===== src/rtl/ol_score_buffer.sv =====
// ol_score_buffer: gathers one frame of output-layer scores into a parallel
// buffer for the argmax stage, waits out the argmax latency, then offers the
// winning class index downstream with a valid/ready handshake.
module ol_score_buffer #(
    parameter int N_CLASS    = 10,
    parameter int DW         = 32,
    parameter int FM_LATENCY = 4
) (
    input  logic          clk,
    input  logic          rst,
    input  logic          in_valid,
    output logic          in_ready,
    input  logic [DW-1:0] in_data,
    input  logic          in_last,
    output logic [DW-1:0] out_0,
    output logic [DW-1:0] out_1,
    output logic [DW-1:0] out_2,
    output logic [DW-1:0] out_3,
    output logic [DW-1:0] out_4,
    output logic [DW-1:0] out_5,
    output logic [DW-1:0] out_6,
    output logic [DW-1:0] out_7,
    output logic [DW-1:0] out_8,
    output logic [DW-1:0] out_9,
    input  logic [3:0]    fm_result,
    output logic [3:0]    result,
    output logic          result_valid,
    input  logic          result_ready,
    output logic          err_frame
);

    localparam logic [3:0] LAST_IDX = 4'(N_CLASS - 1);
    localparam logic [3:0] LAT_M1   = 4'(FM_LATENCY - 1);

    typedef enum logic [1:0] {FILL, SETTLE, HOLD} state_t;

    state_t        state;
    logic [3:0]    idx;
    logic [3:0]    cnt;
    logic          discard;
    logic [DW-1:0] score_buf [N_CLASS];

    // Beats are only taken while filling; reset forces the handshake low.
    assign in_ready = (state == FILL) && rst;

    assign out_0 = score_buf[0];
    assign out_1 = score_buf[1];
    assign out_2 = score_buf[2];
    assign out_3 = score_buf[3];
    assign out_4 = score_buf[4];
    assign out_5 = score_buf[5];
    assign out_6 = score_buf[6];
    assign out_7 = score_buf[7];
    assign out_8 = score_buf[8];
    assign out_9 = score_buf[9];

    // Frame FSM: fill the buffer, let argmax settle, hold the result until taken.
    always_ff @(posedge clk) begin
        if (!rst) begin
            state        <= FILL;
            idx          <= '0;
            cnt          <= '0;
            discard      <= 1'b0;
            result       <= '0;
            result_valid <= 1'b0;
            err_frame    <= 1'b0;
            for (int i = 0; i < N_CLASS; i++) score_buf[i] <= '0;
        end else begin
            err_frame <= 1'b0;
            case (state)
                FILL: begin
                    // in_ready is implied here: state is FILL and rst is high
                    if (in_valid) begin
                        if (discard) begin
                            // tail of an over-long frame: drop beats until its last
                            if (in_last) discard <= 1'b0;
                        end else begin
                            score_buf[idx] <= in_data;
                            if (idx == LAST_IDX) begin
                                idx <= '0;
                                if (in_last) begin
                                    state <= SETTLE;
                                    cnt   <= '0;
                                end else begin
                                    err_frame <= 1'b1;
                                    discard   <= 1'b1;
                                end
                            end else if (in_last) begin
                                err_frame <= 1'b1;
                                idx       <= '0;
                            end else begin
                                idx <= idx + 4'd1;
                            end
                        end
                    end
                end
                SETTLE: begin
                    cnt <= cnt + 4'd1;
                    if (cnt == LAT_M1) begin
                        result       <= fm_result;
                        result_valid <= 1'b1;
                        state        <= HOLD;
                    end
                end
                HOLD: begin
                    if (result_ready) begin
                        result_valid <= 1'b0;
                        idx          <= '0;
                        state        <= FILL;
                    end
                end
                default: state <= FILL;
            endcase
        end
    end

endmodule


===== config.mk =====
export PLATFORM = sky130hd
export DESIGN_NAME = ol_score_buffer
export DESIGN_NICKNAME = d
export VERILOG_FILES = /design/src/rtl/ol_score_buffer.sv
export SDC_FILE = /design/constraint.sdc
export NUM_CORES = 1
export LEC_CHECK = 0
export CAP_MARGIN = 25
export CORE_ASPECT_RATIO = 0.75
export CORE_MARGIN = 3
export CORE_UTILIZATION = 43
export DETAILED_ROUTE_END_ITERATION = 12
export PLACE_DENSITY = 0.77
export RECOVER_POWER = 100
export SYNTH_ARGS = -nofsm -noshare
export SYNTH_HDL_FRONTEND = slang
export SYNTH_SLANG_ARGS = --single-unit

===== constraint.sdc =====
create_clock -name clk -period 4.6 [get_ports clk]
set_input_delay 0.46 -clock clk [delete_from_list [all_inputs] [get_ports clk]]
set_output_delay 0.46 -clock clk [all_outputs]
set_load 0.05 [all_outputs]

# [Yosys cells after proc, flatten, opt, wreduce, memory -nomap -nowiden]
# Memory sizes are Yosys's and may differ from the RTL's.
# Cells that the tools add are included.
[totals] regBits=17 latchBits=0 ramBits=320 rom_bits=0 inputBits=41 output_inout_bits=327 wordCells=71 n_memories=1
[classes] addsub=2 multipliers=0 n_div=0 magnitude_cmp=0 eq_ne=10 n_shift=0 muxes=35 n_bitwise=3 n_reduce_logical=13
[mem_list] name="score_buf" depth=10 width=32 rd=10 rd_ports_with_merged_regs=0 wr=10 line_no="41" source="logic [DW-1:0] score_buf [N_CLASS];"
[ops] operator="$mux 4" n=10
[ops] operator="$mux 32" n=1
[ops] operator="$reduce_or 32->1" n=1
[ops] operator="$pmux 4 s2" n=2
[ops] operator="$mux 1" n=14
[ops] operator="$mux 2" n=6
[ops] operator="$ne 2x2->1 const B" n=5
[ops] operator="$add 4x1->4 const B" n=2
[ops] operator="$pmux 2 s3" n=1
[ops] operator="$reduce_and 6->1" n=1
[ops] operator="$reduce_bool 2->1" n=3
[ops] operator="$reduce_and 5->1" n=1
[ops] operator="$eq 4x2->1 const B" n=1
[ops] operator="$eq 4x4->1 const B" n=1
[ops] operator="$reduce_and 2->1" n=2
[ops] operator="$reduce_and 4->1" n=1
[ops] operator="$reduce_or 4->1" n=1
[ops] operator="$not 1->1" n=3
[ops] operator="$reduce_and 3->1" n=1
[ops] operator="$eq 2x1->1 const B" n=1
[ops] operator="$eq 2x2->1 const B" n=1
[ops] operator="$logic_not 2->1" n=1
[ops] operator="$ne 2x1->1 const B" n=1
[ops] operator="$pmux 1 s2" n=1
[ops] operator="$logic_and 1x1->1" n=1

# [Logic depth before layout (Yosys ltp)]
[logic_depth] depth_word=7 mapped_depth=8 depth_no_buf=7

# [Least setup slack after synthesis]
# OpenSTA, ideal clock, no wires.
[synth_path] path_kind="reg-to-reg" startpoint="register state[1]" endpoint="memory score_buf[2][0], enable pin" setup_time_ps=466 arrival_time_ps=3870 required_ps=4134 setup_slack_ps=264 path_stages_with_launch=7 path_buffers=2 synth_period_minus_slack_ps=4336 path_cell_list="dfxtp_1 buf_6 or4b_4 nor3_1 nand3b_1 buf_2 o21ai_0"
[synth_lines] element="from (decl)" line_no="37" source="state_t state;"
[synth_lines] element="from (signal assigned)" line_no="60" source="state <= FILL;"
[synth_lines] element="from (signal assigned)" line_no="82" source="state <= SETTLE;"
[synth_lines] element="from (signal assigned)" line_no="102" source="state <= HOLD;"
[synth_lines] element="to (decl)" line_no="41"

==> flow_summary.json <==
{
  "fmax_ghz": 0.277,
  "cts_sinks": 337,
  "synth_common_cells": "320 x edfxtp_1, 262 x nor2_1, 82 x nand2_1",
  "synth_top_area_cell": "edfxtp_1",
  "num_rows": 53,
  "synth-warning-count": 0,
  "clock_latency_ns": 0.51,
  "clk_pin_slew_ns": 0.06,
  "fin_setup_tns_ns": 0,
  "nets": 1286,
  "p_leak_nw": 6.75,
  "crit_type": "reg2reg",
  "hold_ws_ns": 0.396,
  "path_max_fanout": 17,
  "ys_seq_area_frac": 0.806,
  "drt_wl_total_um": 38400,
  "synth.most_common_cell": "edfxtp_1",
  "clk_path_buf_depth": 3,
  "die_area_mm2": 0.0308,
  "htree_levels": 2,
  "synth_top_area_share": 0.778,
  "ir_drop_v": 0.000265,
  "dpl-instance-area_mm2": 0.0166,
  "relSlewSlack": -0.411,
  "hpwl_um": 26500,
  "track_usage": 0.246,
  "core_mm2": 0.0281,
  "placed_cells_incl_taps": 1590,
  "rr_worst_depth": 6,
  "status": "complete, but fails checks",
  "layout-drive-gt1-share": 0.0569,
  "finalCritPeriodShare": 0.785,
  "antenna_found_initial": 0,
  "skew_ns": 0.0173,
  "syn_avg_cell_area_um2": 14.2,
  "synthTopCellsByArea": "edfxtp_1 78%, nor2_1 8.0%, dfxtp_1 2.8%",
  "required_ns": 4.72,
  "clockRootBuffer": "clkbuf_16",
  "drtIter0Drc": 573,
  "min_path_type": "in2reg",
  "synth_seq_cells": 337,
  "post_drt_wl_per_cell_um": 23.2,
  "via_per_inst": 5.20,
  "async_reset_ff_frac": 0,
  "hold_viol": 0,
  "port_buffers": 367,
  "ctsResizeCount": 0,
  "preCtsSetupSlack_ns": 1.07,
  "dr.pass1.iters": 5,
  "synth_edf_count": 320,
  "violations": "capacitance limit, slew limit",
  "fin_crit_ns": 3.61,
  "finalPower_mw": 7.16,
  "finalMaxSlewViolations": 258,
  "rsz0062_at_grt": "false",
  "cts_buffers": 34,
  "worstSetupStartpointType": "register",
  "final_area_mm2": 0.0176,
  "cp-end-kind": "register",
  "syn-cell-area_mm2": 0.0123,
  "yosysUniqueCellTypes": 38,
  "synth-main-ff-cell": "edfxtp_1",
  "grt_pass1_wl_um": 56400,
  "tightest_slew_ns": 2.12,
  "max-cap-violations": 6,
  "syn_nets": 915,
  "diodes": 0,
  "cts_tree": "built",
  "fin_util": 0.624,
  "worstHoldPathCells": 4,
  "netlist_instances": 870,
  "grt_max_degree": 65,
  "boundaryPins": 368,
  "cp.arrival_ns": 3.73,
  "start_util": 0.439,
  "gr-total-overflow": 0,
  "setup_viol": 0,
  "grt_pass1_vias": 8499,
  "die_h_um": 153,
  "antenna_left": 0,
  "vias": 8585,
  "stdcell_count": 1651,
  "drc": 0,
  "syn_to_final_growth_pct": 42.2,
  "postCtsHoldBufs": 0,
  "cts_setup_buffers": 0,
  "gp_congestion": 0.872,
  "die_w_um": 202,
  "setup_ws_ns": 0.989,
  "p_per_area_mw_per_mm2": 408
}
-- placed cells by master, fill, tap and decap left out, types with 3 or more instances in the layout --
cell,Yosys,layout
and2_1,33,26
clkbuf_2,0,5
clkbuf_1,33,17
dfxtp_1,17,17
buf_4,0,6
o21ai_4,0,5
clkbuf_16,0,37
o21ai_0,9,4
edfxtp_1,320,320
clkdlybuf4s50_1,0,39
clkinv_2,0,7
nor3_1,4,4
clkinv_1,0,4
dlygate4sd3_1,0,327
and3_1,32,32
nor2_1,262,262
nand3_1,9,8
nor2b_1,3,3
o22ai_1,3,3
nand2_1,82,82
a21oi_1,8,8
ha_1,4,4
inv_1,4,4
nand2b_1,4,4
and2_0,0,7
-- layout make-up --
class                      instances  area (µm²)
clock buffer                      45         956
sequential                       337        9950
timing repair buffer             387        3770
clock inverter                    16         134
fill                            2108       10600
multi-input combinational        476        2240
tap                              385         482
inverter                           5        18.8
-- sequential cells by signal, indices dropped and copies added (netlist names) --
| name | count |
|---|---|
| score_buf | 320 |
| cnt | 4 |
| idx | 4 |
| result | 4 |
| state | 2 |
| discard | 1 |
| err_frame | 1 |
| result_valid | 1 |
-- cells by family (layout without fill, tap and decap cells) --
logic type,Yosys count,in the layout,synth area share
AO/OA/AOI/OAI,32,32,0.0163
adder cells (fa/ha/maj),4,4,0.00405
buffers and inverters,57,453,0.0190
flip-flops,337,337,0.806
AND/OR/NAND/NOR,440,440,0.155
-- worst paths after layout --
kind                  start               end  slack, ns
setup / recovery   state[1]  score_buf[6][31]       0.99
hold / removal          rst          state[0]       0.40
setup reg to reg   state[1]  score_buf[6][31]       0.99
hold reg to reg   result[3]         result[3]       0.46
-- worst max-delay path, stage by stage (launching register included) --
cell      delay, ns
dfxtp_1        0.40
or4b_1         0.70
nor3_1         0.18
clkbuf_1       0.25
nand3_1        0.20
o21ai_4        0.55
clkbuf_1       0.92
-- metal layers --
layer | wire length [µm] | part of all wire | GRT usage | up-vias
met3 | 4730 | 0.12 | 0.0959 | 63
met1 | 14700 | 0.38 | 0.316 | 4232
li1 | - | - | - | 3779
met4 | 1050 | 0.027 | 0.0747 | 0
met5 | 0 | 0 | 0 | -
met2 | 17900 | 0.47 | 0.392 | 511
-- power by group --
| group | leakage (nW) | internal [mW] | total (mW) | switching [mW] |
|---|---|---|---|---|
| logic | 2.77 | 0.212 | 0.913 | 0.701 |
| clock network | 0.532 | 1.58 | 2.73 | 1.15 |
| registers | 3.45 | 3.48 | 3.52 | 0.0400 |
Note: power is estimated with default switching activity, not from simulation.
